`config.mk`:
```
export PLATFORM = sky130hd
export DESIGN_NAME = led_key_speed_ctrl
export DESIGN_NICKNAME = d
export VERILOG_FILES = /design/src/rtl/led_key_speed_ctrl.sv
export SDC_FILE = /design/constraint.sdc
export NUM_CORES = 1
export LEC_CHECK = 0
export ABC_AREA = 1
export CORE_ASPECT_RATIO = 1.1
export CORE_MARGIN = 10
export CORE_UTILIZATION = 50
export DETAILED_ROUTE_END_ITERATION = 6
export PLACE_DENSITY_LB_ADDON = 0.12
export REMOVE_ABC_BUFFERS = 1
export SLEW_MARGIN = 20
export SYNTH_ARGS = -nofsm -noshare
export SYNTH_HDL_FRONTEND = slang
export SYNTH_SLANG_ARGS = --single-unit
```
`constraint.sdc`:
```
create_clock -name sys_clk -period 2.2 [get_ports sys_clk]
set_clock_uncertainty 0.15 [all_clocks]
set_input_delay 0.22 -clock sys_clk [delete_from_list [all_inputs] [get_ports sys_clk]]
set_output_delay 0.22 -clock sys_clk [all_outputs]
set_load 0.03 [all_outputs]
```
`src/rtl/led_key_speed_ctrl.sv`:
```
// led_key_speed_ctrl: debounces a push key, cycles four step rates per press, emits step_tick.
// Optional long-press pause is built when LED_KEY_LONG_PRESS_EN is defined.
module led_key_speed_ctrl #(
    parameter int unsigned DEBOUNCE_CYC = 1_000_000,
    parameter int unsigned BASE_CYC     = 25_000_000,
    parameter int unsigned LONG_CYC     = 50_000_000
) (
    input  logic       sys_clk,
    input  logic       sys_rst,
    input  logic       key,
    output logic [1:0] speed_idx,
    output logic       step_tick,
    output logic       key_press
);

    localparam int unsigned DB_W   = $clog2(DEBOUNCE_CYC);
    localparam int unsigned TICK_W = $clog2(BASE_CYC);
    localparam logic [DB_W-1:0] DB_LAST = DB_W'(DEBOUNCE_CYC - 32'd1);

    if (DEBOUNCE_CYC < 2 || BASE_CYC < 8 || LONG_CYC < 2) begin : g_param_check
        $error("led_key_speed_ctrl: parameter out of range");
    end

    typedef enum logic [1:0] {
        IDLE,
        PRESS_WAIT,
        PRESSED,
        RELEASE_WAIT
    } db_state_t;

    logic              key_m;
    logic              key_s;
    db_state_t         state;
    logic [DB_W-1:0]   db_cnt;
    logic              press_accept;
    logic [TICK_W-1:0] tick_cnt;
    logic [TICK_W-1:0] tick_last;

    // Released level is 1, so the synchroniser resets to 1 to avoid a phantom press.
    always_ff @(posedge sys_clk) begin
        if (sys_rst) begin
            key_m <= 1'b1;
            key_s <= 1'b1;
        end else begin
            key_m <= key;
            key_s <= key_m;
        end
    end

    always_comb begin
        press_accept = (state == PRESS_WAIT) && !key_s && (db_cnt == DB_LAST);
    end

    always_ff @(posedge sys_clk) begin
        if (sys_rst) begin
            state     <= IDLE;
            db_cnt    <= '0;
            key_press <= 1'b0;
            speed_idx <= '0;
        end else begin
            key_press <= 1'b0;
            case (state)
                IDLE: begin
                    if (!key_s) begin
                        state  <= PRESS_WAIT;
                        db_cnt <= '0;
                    end
                end
                PRESS_WAIT: begin
                    if (key_s) begin
                        state  <= IDLE;
                        db_cnt <= '0;
                    end else if (db_cnt == DB_LAST) begin
                        state     <= PRESSED;
                        db_cnt    <= '0;
                        key_press <= 1'b1;
                        speed_idx <= speed_idx + 2'd1;
                    end else begin
                        db_cnt <= db_cnt + DB_W'(1);
                    end
                end
                PRESSED: begin
                    if (key_s) begin
                        state  <= RELEASE_WAIT;
                        db_cnt <= '0;
                    end
                end
                RELEASE_WAIT: begin
                    if (!key_s) begin
                        state  <= PRESSED;
                        db_cnt <= '0;
                    end else if (db_cnt == DB_LAST) begin
                        state  <= IDLE;
                        db_cnt <= '0;
                    end else begin
                        db_cnt <= db_cnt + DB_W'(1);
                    end
                end
                default: begin
                    state  <= IDLE;
                    db_cnt <= '0;
                end
            endcase
        end
    end

`ifdef LED_KEY_LONG_PRESS_EN
    localparam int unsigned HOLD_W = $clog2(LONG_CYC);
    localparam logic [HOLD_W-1:0] HOLD_LAST = HOLD_W'(LONG_CYC - 32'd1);

    logic [HOLD_W-1:0] hold_cnt;
    logic              long_done;
    logic              paused;

    // Hold time accumulates only in PRESSED; long_done limits the toggle to once per press.
    always_ff @(posedge sys_clk) begin
        if (sys_rst) begin
            hold_cnt  <= '0;
            long_done <= 1'b0;
            paused    <= 1'b0;
        end else if (state == IDLE || state == PRESS_WAIT) begin
            hold_cnt  <= '0;
            long_done <= 1'b0;
        end else if (state == PRESSED && !long_done) begin
            if (hold_cnt == HOLD_LAST) begin
                paused    <= !paused;
                long_done <= 1'b1;
            end else begin
                hold_cnt <= hold_cnt + HOLD_W'(1);
            end
        end
    end
`endif

    always_comb begin
        tick_last = TICK_W'((BASE_CYC >> speed_idx) - 32'd1);
    end

    // A speed change restarts the period and suppresses a coincident tick.
    always_ff @(posedge sys_clk) begin
        if (sys_rst) begin
            tick_cnt  <= '0;
            step_tick <= 1'b0;
        end else if (press_accept) begin
            tick_cnt  <= '0;
            step_tick <= 1'b0;
`ifdef LED_KEY_LONG_PRESS_EN
        end else if (paused) begin
            step_tick <= 1'b0;
`endif
        end else if (tick_cnt == tick_last) begin
            tick_cnt  <= '0;
            step_tick <= 1'b1;
        end else begin
            tick_cnt  <= tick_cnt + TICK_W'(1);
            step_tick <= 1'b0;
        end
    end

endmodule

```
Yosys cells after proc, flatten, opt, wreduce, memory -nomap -nowiden
Index checks and enable logic that the tools add are counted.
{"block": "classes", "addsub": 4, "eq_ne": 9, "shifts": 1, "muxes": 15, "bitwise": 2, "n_reduce_logical": 10}
{"cell": "$mux W20", "n": 5}
{"cell": "$pmux W20 S4", "n": 1}
{"cell": "$add A25 B1 Y25 const B", "n": 1}
{"cell": "$eq A25 B25 Y1", "n": 1}
{"cell": "$shr A25 B2 Y25 const A", "n": 1}
{"cell": "$sub A25 B1 Y25 const B", "n": 1}
{"cell": "$add A20 B1 Y20 const B", "n": 1}
{"cell": "$eq A20 B20 Y1 const B", "n": 1}
{"cell": "$mux W2", "n": 6}
{"cell": "$pmux W2 S4", "n": 1}
{"cell": "$reduce_or A3 Y1", "n": 2}
{"cell": "$eq A2 B2 Y1 const B", "n": 2}
{"cell": "$ne A2 B2 Y1 const B", "n": 2}
{"cell": "$reduce_and A4 Y1", "n": 1}
{"cell": "$ne A3 B2 Y1 const B", "n": 1}
{"cell": "$ne A3 B3 Y1 const B", "n": 1}
{"cell": "$reduce_and A3 Y1", "n": 1}
{"cell": "$add A2 B1 Y2 const B", "n": 1}
{"cell": "$eq A2 B1 Y1 const B", "n": 1}
{"cell": "$logic_and A1 B1 Y1", "n": 2}
{"cell": "$logic_not A2 Y1", "n": 1}
{"cell": "$mux W1", "n": 2}
{"cell": "$not A1 Y1", "n": 2}
{"cell": "$reduce_and A2 Y1", "n": 1}
{"cell": "other kinds (2)", "n": 2}
{"block": "word_totals", "reg_bits": 53, "input_bits": 3, "word_cells": 49}

Logic depth before layout (Yosys ltp)
Gate-level depths: netlist (run 1).
{"block": "depth", "word_depth": 4, "ltp_mapped": 12}

Least setup slack after synthesis (run 1)
OpenSTA, ideal clock, no wires.
{"block": "synth_timing", "path_kind": "reg2reg", "from": "register speed_idx[0]", "to": "register tick_cnt[2]", "setup_time_ns": 0.117, "t_arrival_ns": 1.850, "setup_slack_ns": 0.084, "path_stages_with_launch": 12, "path_buffers": 1, "cell_sequence": "dfxtp_1 > inv_1 > ha_1 > nand2_1 > nand3_1 > nor2_1 > nand2_1 > nor2_1 > nand3_1 > nand2_4 > buf_12 > nor2_2"}
{"block": "synth_between", "elab_chain_cells": 4}
{"item": "from (decl)", "line": "11", "rtl": "output logic [1:0] speed_idx,"}
{"item": "from (signal assigned)", "line": "77", "rtl": "speed_idx <= speed_idx + 2'd1;"}
{"item": "$shr A25 B2 Y25", "line": "136", "rtl": "tick_last = TICK_W'((BASE_CYC >> speed_idx) - 32'd1);"}
{"item": "$sub A25 B1 Y25", "line": "136"}
{"item": "$eq A25 B25 Y1", "line": "151", "rtl": "end else if (tick_cnt == tick_last) begin"}
{"item": "$reduce_or A3 Y1 (no line)"}
{"item": "to (signal assigned)", "line": "155", "rtl": "tick_cnt <= tick_cnt + TICK_W'(1);"}
{"item": "to (decl)", "line": "36", "rtl": "logic [TICK_W-1:0] tick_cnt;"}
No other way between the ends.
A chain may end at the register's enable or synchronous reset.

Worst setup path after layout (run 1)
{"block": "layout_timing", "from": "register speed_idx[0]", "to": "register tick_cnt[16]"}
The elaborated chain is that of the path after synthesis.

==> flow_summary.json, run 1 <==
{
  "setup_violations": 0,
  "grt_pass1_wl_um": 12530,
  "die_h_um": 104.8,
  "start_util_pct": 52.10,
  "wire_per_inst_um": 12.11,
  "drv_cap": 0,
  "synth.area.top_cells": "dfxtp_1 32%, nand2_1 17%, inv_1 7.7%",
  "maxSlewViolCount": 0,
  "tightest_slew_ns": 0.3936,
  "holdBufCountCts": 0,
  "pwr-share-clk_pct": 39.0,
  "maxSlewHeadroom_pct": 73.70,
  "synth_cells": 505,
  "whs_ns": 0.2667,
  "fin_area_um2": 3538,
  "num_rows": 30,
  "diodes": 0,
  "max_stage_delay_ns": 0.36,
  "syn_to_final_growth_pct": 8.352,
  "synth_area_um2": 3266,
  "cp-start-kind": "flop",
  "placed_area_um2": 3417,
  "gp_congestion": 0.9294,
  "synth_edf_count": 0,
  "io_pins": 7,
  "synth_top_area_share_pct": 32.49,
  "wl_um": 7241,
  "yosysWarnings": 0,
  "hold_viol": 0,
  "grt_max_degree": 26,
  "r2r_setup_slack_ns": 0.17,
  "clk_path_buf_depth": 2,
  "synth_flop_cell": "dfxtp_1",
  "synth_async_sr_flop_share_pct": 0,
  "fmax_mhz": 493.2,
  "cts_tree": "yes",
  "clock_sinks": 53,
  "crit_chain": "inv_1 -> ha_1 -> o21ai_0 -> nor2_1 -> nand2_1 -> nor2_1 -> nand3_1 -> nand2_4 -> buf_12 -> nor2_1",
  "first_global_vias": 2795,
  "synth.avg_cell_area_um2": 6.467,
  "powerDensity_nw_per_um2": 509.1,
  "grt.overflow.total": 0,
  "antenna_found_initial": 0,
  "cp.arrival_ns": 2.08,
  "cp.required_ns": 2.25,
  "cp_slowest_cell": "dfxtp_2",
  "dp_slack_ns": 0.1149,
  "vias": 3019,
  "synth_most_common_cell": "nand2_1",
  "h-tree-depth": 2,
  "peakVddDrop_mv": 0.3180,
  "root_buffer": "clkbuf_8",
  "synth_top_cells_by_count": "149 x nand2_1, 67 x inv_1, 65 x nor2_1",
  "crit_fanout": 25,
  "setup_ws_ns": 0.1724,
  "path_class": "reg2reg",
  "drt_pass1_iterations": 5,
  "fin_nets": 528,
  "drt-initial-drc-count": 144,
  "grt_setup_unrepaired": "false",
  "p_sw_uw": 421.9,
  "die_area_um2": 10170,
  "final.min_clock_period_ns": 2.028,
  "ant_nets": 0,
  "end_kind": "flop",
  "route.detailed.drc": 0,
  "period_share_pct": 92.17,
  "netSwitchingFraction_pct": 23.42,
  "leakagePower_nw": 1.287,
  "total_power_mw": 1.801,
  "place_hpwl_um": 5583,
  "port_buffers": 6,
  "die_x_um": 97.06,
  "yosysSeqAreaShare_pct": 32.49,
  "yosysTopAreaCell": "dfxtp_1",
  "synth_cell_type_count": 30,
  "path_clk_slew_ns": 0.10,
  "clk_latency_ns": 0.31,
  "outcome": "complete, no violations",
  "cp_common_cell": "nor2_1",
  "via_per_inst": 5.048,
  "yosys_register_bits": 53,
  "comb_power_share_pct": 6.5,
  "grtUsageTotal_pct": 14.24,
  "min_path_type": "reg2reg",
  "fill_cells": 607,
  "p_int_mw": 1.380,
  "core_um2": 6269,
  "drive_above_1_share_pct": 9.653,
  "tns_ns": 0,
  "p_seq_share_pct": 54.5,
  "cts_inserted_buffers": 5
}
-- area by class of cell --
cell class                      count  area [µm²]  share of cell area, %
Clock buffer                        6       82.58                  2.334
Clock inverter                      2       37.54                  1.061
Inverter                           68       255.2                  7.214
Multi-Input combinational cell    377        1883                  53.22
Sequential cell                    53        1062                  30.02
Tap cell                           80       100.1                  2.829
Timing Repair Buffer               12       117.6                  3.324
-- critical path, delay by kind of cell, from the launching register on --
family	cells	cell delay, ns
AOI/OAI and AO/OA	1	0.13
adders and majority gates	1	0.33
buffers and inverters	2	0.33
DFF	1	0.36
and+or+nand+nor	6	0.62
-- power groups by stage --
stage / clock network, mW / registers (mW) / logic [mW]
2_1_floorplan: 0 / 1.00 / 0.0743
3_3_place_gp: 0 / 1.00 / 0.119
3_5_place_dp: 0 / 1.00 / 0.121
4_1_cts: 0.725 / 0.982 / 0.121
5_1_grt: 0.752 / 0.985 / 0.132
6_report: 0.702 / 0.982 / 0.117
-- kinds of logic after synthesis --
| kind of cell | after synthesis | synth area share, % |
|---|---|---|
| adder cells (fa/ha/maj) | 8 | 3.065 |
| flip-flops | 53 | 32.49 |
| XOR/XNOR | 25 | 6.705 |
| AND/OR/NAND/NOR | 301 | 40.92 |
| AO/OA/AOI/OAI | 43 | 6.973 |
| buffers and inverters | 75 | 9.846 |
-- cells in the final DEF (no fill, tap or decap), types with 6 or more instances in the layout --
cell               n
nor2_2            20
nor3_1             7
xor2_1            19
o21ai_0           19
nand4_1            7
dfxtp_1           52
xnor2_1            6
ha_1               8
a21oi_1           17
nand3_1           33
inv_1             67
nor2_1            65
nand2_1          149
clkdlybuf4s50_1    6
clkbuf_8           6
-- stage by stage --
stage                     instances  util (%)
after global placement          590     54.51
final                           598     56.45
after detailed placement        590     54.51
after CTS                       598     56.43
after global routing            598     56.45
after floorplan                 498         -
-- flip-flops by register name, summed over array words and instances (netlist names), named ones only --
signal and count:
db_cnt 20, key_m 1, tick_cnt 25, speed_idx 2, step_tick 1, state 1, key_s 1, key_press 1
-- worst paths after layout --
check,startpoint,endpoint,cells past startpoint
max,speed_idx[0],tick_cnt[16],10
min,key_m,key_s,1
max reg2reg,speed_idx[0],tick_cnt[16],10
min reg2reg,key_m,key_s,1
-- per-layer routing --
layer	GRT usage (%)	wire (µm)	up-vias	part of all wire, %
met5	0	0	-	0
met4	6.962	223	0	3.1
met3	2.108	307	17	4.2
met2	26.24	3688	77	51
met1	15.41	3022	1339	42
li1	-	-	1586	-
-- what timing repair did --
action,4_1_cts,5_1_grt
endpoints found under the setup margin,0,25
resized for setup,0,1
buffers inserted,0,0
(Power assumes the default switching activity.)
==> run 2: changes to the inputs <==
ABC_AREA = 0   (was 1)
CORE_MARGIN = not set   (was 10)
==> flow_summary.json, run 2 <==
{
  "grt_pass1_wl_um": 10140,
  "wl_um": 5900,
  "clk_latency_ns": 0.31,
  "first_global_vias": 2192,
  "place_hpwl_um": 4154,
  "clk_path_buf_depth": 2,
  "cp.arrival_ns": 2.10,
  "fill_cells": 471,
  "h-tree-depth": 2,
  "grtUsageTotal_pct": 22.75,
  "synth_async_sr_flop_share_pct": 0,
  "ant_nets": 0,
  "end_kind": "flop",
  "cts_inserted_buffers": 5,
  "core_um2": 5135,
  "synth_most_common_cell": "dfxtp_1",
  "fin_nets": 347,
  "holdBufCountCts": 0,
  "grt.overflow.total": 0,
  "vias": 2307,
  "wire_per_inst_um": 14.43,
  "route.detailed.drc": 0,
  "path_clk_slew_ns": 0.10,
  "synth_flop_cell": "dfxtp_1",
  "num_rows": 27,
  "dp_slack_ns": 0.1072,
  "synth_area_um2": 2750,
  "drt_pass1_iterations": 4,
  "die_h_um": 79.79,
  "final_cell_mix": "50 x dfxtp_1, 30 x nor3_1, 26 x nand2_1, 24 x buf_4, 21 x xor2_1",
  "top_regs": "tick_cnt x25, db_cnt x20, speed_idx x2",
  "final_common_cell": "dfxtp_1",
  "yosys_register_bits": 53,
  "syn_to_final_growth_pct": 14.19,
  "diodes": 0,
  "fin_area_um2": 3141,
  "ff_latch_area_um2": 1065,
  "root_buffer": "clkbuf_8",
  "via_per_inst": 5.641,
  "leakagePower_nw": 1.106,
  "gp_congestion": 0.8380,
  "period_share_pct": 92.85,
  "hold_viol": 0,
  "die_area_um2": 5801,
  "min_path_type": "reg2reg",
  "final_util_pct": 61.16,
  "yosysWarnings": 0,
  "synth_cells": 311,
  "synth_top_area_share_pct": 38.58,
  "tightest_slew_ns": 0.6576,
  "synth_top_cells_by_count": "53 x dfxtp_1, 31 x nor3_1, 26 x nand2_1",
  "whs_ns": 0.2714,
  "drive_above_1_share_pct": 14.84,
  "setup_ws_ns": 0.1572,
  "start_util_pct": 53.56,
  "grt_setup_unrepaired": "false",
  "largest_reg_flops": 25,
  "clock_sinks": 53,
  "yosysSeqAreaShare_pct": 38.58,
  "outcome": "complete, no violations",
  "path_class": "reg2reg",
  "cp-start-kind": "flop",
  "cts_tree": "yes",
  "final.min_clock_period_ns": 2.043,
  "maxSlewViolCount": 0,
  "synth.avg_cell_area_um2": 8.843,
  "setup_violations": 0,
  "synth_edf_count": 0,
  "yosysTopAreaCell": "dfxtp_1",
  "port_buffers": 6,
  "synth_cell_type_count": 52,
  "grt_max_degree": 27,
  "crit_fanout": 26,
  "antenna_found_initial": 0,
  "placed_area_um2": 3033,
  "regMostFlops": "tick_cnt",
  "fmax_mhz": 489.5,
  "drt-initial-drc-count": 93,
  "io_pins": 7,
  "peakVddDrop_mv": 0.3417,
  "drv_cap": 0,
  "die_x_um": 72.71,
  "cp.required_ns": 2.26,
  "multi_input_area_um2": 1600,
  "powerDensity_nw_per_um2": 511.9,
  "synth.area.top_cells": "dfxtp_1 39%, xor2_1 6.7%, nor3_1 5.6%",
  "maxSlewHeadroom_pct": 55.92
}
-- run 2: cell count changes after synthesis, moves of 10 or more --
cell	delta
a21oi_1	-10
a31oi_1	+10
nand3_1	-14
inv_1	-63
nand2_1	-123
nor2_1	-47
nor3_1	+24
o21ai_0	-17
nor2_2	-19
-- run 2: critical path: stages, from the launching register on --
cell     delay (ns)
dfxtp_2        0.38
ha_2           0.21
nand3_2        0.14
or3_4          0.37
nor4_4         0.26
or2_1          0.18
buf_12         0.18
nor3_1         0.08
-- run 2: metrics by stage --
step / instances / power (mW) / TNS, ns
2_1_floorplan: 297 / 1.030 / -12.88
3_3_place_gp: 401 / 1.061 / 0
3_5_place_dp: 401 / 1.062 / 0
4_1_cts: 409 / 1.625 / 0
5_1_grt: 409 / 1.667 / 0
6_report: 409 / 1.608 / 0
-- run 2: cell type report --
type / instances / share of cell area (%)
multi-input cells: 240 / 50.96
flip-flops and latches: 53 / 33.90
repair buffers: 32 / 8.924
well taps: 72 / 2.869
clock buffers: 5 / 2.191
clock inverters: 3 / 0.6773
inverters: 4 / 0.4781
-- run 2: worst paths after layout --
path / slack (ns) / start / depth (start not counted) / end
hold / removal: 0.27 / key_m / 1 / key_s
setup / recovery: 0.16 / db_cnt[0] / 7 / tick_cnt[4]
hold reg to reg: 0.27 / key_m / 1 / key_s
setup reg to reg: 0.16 / db_cnt[0] / 7 / tick_cnt[4]
-- run 2: cell families after synthesis --
logic type	Yosys count	synth area share [%]
DFF	53	38.58
muxes	3	1.137
xor gates and xnor gates	36	11.47
AOI/OAI and AO/OA	37	9.918
and+or+nand+nor	156	31.53
buffers and inverters	18	3.730
adders and majority gates	8	3.640
-- run 2: routing by layer --
metal  vias to the layer above  global-route usage, %  wire [µm]
met5                         -                      0          0
met4                         0                  9.020        144
met3                        12                  4.419        162
met2                        28                  39.63       2939
met1                      1089                  27.23       2654
li1                       1178                      -          -
-- run 2: report_power, final --
group / switching, mW / internal [mW] / leakage, nW
clock: 0.341 / 0.227 / 0.0445
sequential: 0.00729 / 0.967 / 0.430
combinational: 0.0382 / 0.0270 / 0.632
total: 0.387 / 1.22 / 1.11
-- run 2: what timing repair did --
item | in CTS | in global routing
buffers inserted | 0 | 0
hold endpoints to repair | 0 | 0
resized for setup | 0 | 5
setup endpoints to repair | 0 | 27
==> run 3: changes to the inputs <==
SLEW_MARGIN = not set   (was 20)
==> flow_summary.json, run 3 (synthesis gave the netlist of run 2 again) <==
{
  "port_buffers": 6,
  "regMostFlops": "tick_cnt",
  "r2r_setup_slack_ns": 0.16,
  "largest_reg_flops": 25,
  "holdBufCountCts": 0,
  "h-tree-depth": 2,
  "outcome": "complete, no violations",
  "place_hpwl_um": 4154,
  "p_sw_uw": 387.7,
  "clk_latency_ns": 0.31,
  "p_seq_share_pct": 60.6,
  "whs_ns": 0.2713,
  "drt-initial-drc-count": 110,
  "vias": 2303,
  "top_regs": "tick_cnt x25, db_cnt x20, speed_idx x2",
  "die_h_um": 79.79,
  "wl_um": 5913,
  "final_common_cell": "dfxtp_1",
  "fin_nets": 347,
  "root_buffer": "clkbuf_8",
  "path_clk_slew_ns": 0.10,
  "die_area_um2": 5801,
  "first_global_vias": 2192,
  "io_pins": 7,
  "syn_to_final_growth_pct": 14.01,
  "period_share_pct": 92.80,
  "grt_pass1_wl_um": 10140,
  "grtUsageTotal_pct": 22.75,
  "cts_inserted_buffers": 5,
  "ant_nets": 0,
  "drive_above_1_share_pct": 14.54,
  "core_um2": 5135,
  "gp_congestion": 0.8380,
  "antenna_found_initial": 0,
  "route.detailed.drc": 0,
  "maxSlewHeadroom_pct": 22.35,
  "cts_tree": "yes",
  "end_kind": "flop",
  "drt_pass1_iterations": 4,
  "fmax_mhz": 489.8,
  "clk_path_buf_depth": 2,
  "grt.overflow.total": 0,
  "diodes": 0,
  "grt_max_degree": 27,
  "drv_cap": 0,
  "peakVddDrop_mv": 0.3438,
  "final_cell_mix": "50 x dfxtp_1, 31 x nor3_1, 26 x nand2_1, 24 x buf_4, 21 x xor2_1",
  "p_int_mw": 1.221,
  "wire_per_inst_um": 14.46,
  "pwr-share-clk_pct": 35.4,
  "min_path_type": "reg2reg",
  "grt_setup_unrepaired": "false",
  "final_util_pct": 61.06,
  "die_x_um": 72.71,
  "powerDensity_nw_per_um2": 512.9,
  "start_util_pct": 53.56,
  "clock_sinks": 53,
  "crit_fanout": 26,
  "final.min_clock_period_ns": 2.042,
  "tightest_slew_ns": 1.156,
  "netSwitchingFraction_pct": 24.11,
  "maxSlewViolCount": 0,
  "hold_viol": 0,
  "cp.arrival_ns": 2.10,
  "num_rows": 27,
  "comb_power_share_pct": 4.0,
  "setup_violations": 0,
  "cp.required_ns": 2.26,
  "path_class": "reg2reg",
  "via_per_inst": 5.631,
  "cp-start-kind": "flop",
  "leakagePower_nw": 1.105
}
[run 3: cell counts in the layout (fill, tap and decap cells not counted)]
Identical to the previous run, type by type.
[run 3: metrics by stage]
stage / total power [mW] / instance area [µm²] / instances / setup TNS [ns] / worst slack, ns
final: 1.608 / 3136 / 409 / 0 / 0.1584
after global routing: 1.666 / 3136 / 409 / 0 / 0.01083
after CTS: 1.625 / 3123 / 409 / 0 / 0.09039
after detailed placement: 1.062 / 3033 / 401 / 0 / 0.1072
after global placement: 1.061 / 3033 / 401 / 0 / 0.1176
after floorplan: 1.030 / 2663 / 297 / -12.88 / -0.5126
[run 3: timing repair]
| item | in CTS | in global routing |
|---|---|---|
| resized for setup | 0 | 5 |
| setup endpoints to repair | 0 | 27 |
| buffers inserted | 0 | 0 |
| hold endpoints to repair | 0 | 0 |
[run 3: path summary, 6_finish.rpt]
check | to | start | cells past startpoint
max | tick_cnt[4] | db_cnt[0] | 7
min | key_s | key_m | 1
max reg2reg | tick_cnt[4] | db_cnt[0] | 7
min reg2reg | key_s | key_m | 1
[run 3: worst max-delay path: stages, from the launching register on]
cell and delay (ns):
dfxtp_2 0.38, ha_2 0.21, nand3_2 0.14, or3_4 0.37, nor4_4 0.26, or2_1 0.18, buf_12 0.18, nor3_1 0.08
[run 3: area by class of cell]
type,count,area [µm²]
Multi-Input combinational cell,240,1595
Timing Repair Buffer,32,280.3
Fill cell,472,1999
Inverter,4,15.01
Clock inverter,3,21.27
Clock buffer,5,68.82
Sequential cell,53,1065
Tap cell,72,90.09
[run 3: routing by layer]
layer,vias to the layer above,track usage (%),part of all wire (%)
met2,30,39.63,50
met4,0,9.020,2.4
met1,1079,27.23,45
met5,-,0,0
li1,1182,-,-
met3,12,4.419,2.6
[run 3: power groups by stage]
stage | logic, mW | registers [mW] | clock network, mW
finish | 0.0648 | 0.974 | 0.569
global route | 0.0732 | 0.976 | 0.617
CTS | 0.0655 | 0.975 | 0.585
detailed placement | 0.0651 | 0.997 | 0
global placement | 0.0643 | 0.996 | 0
floorplan | 0.0346 | 0.995 | 0
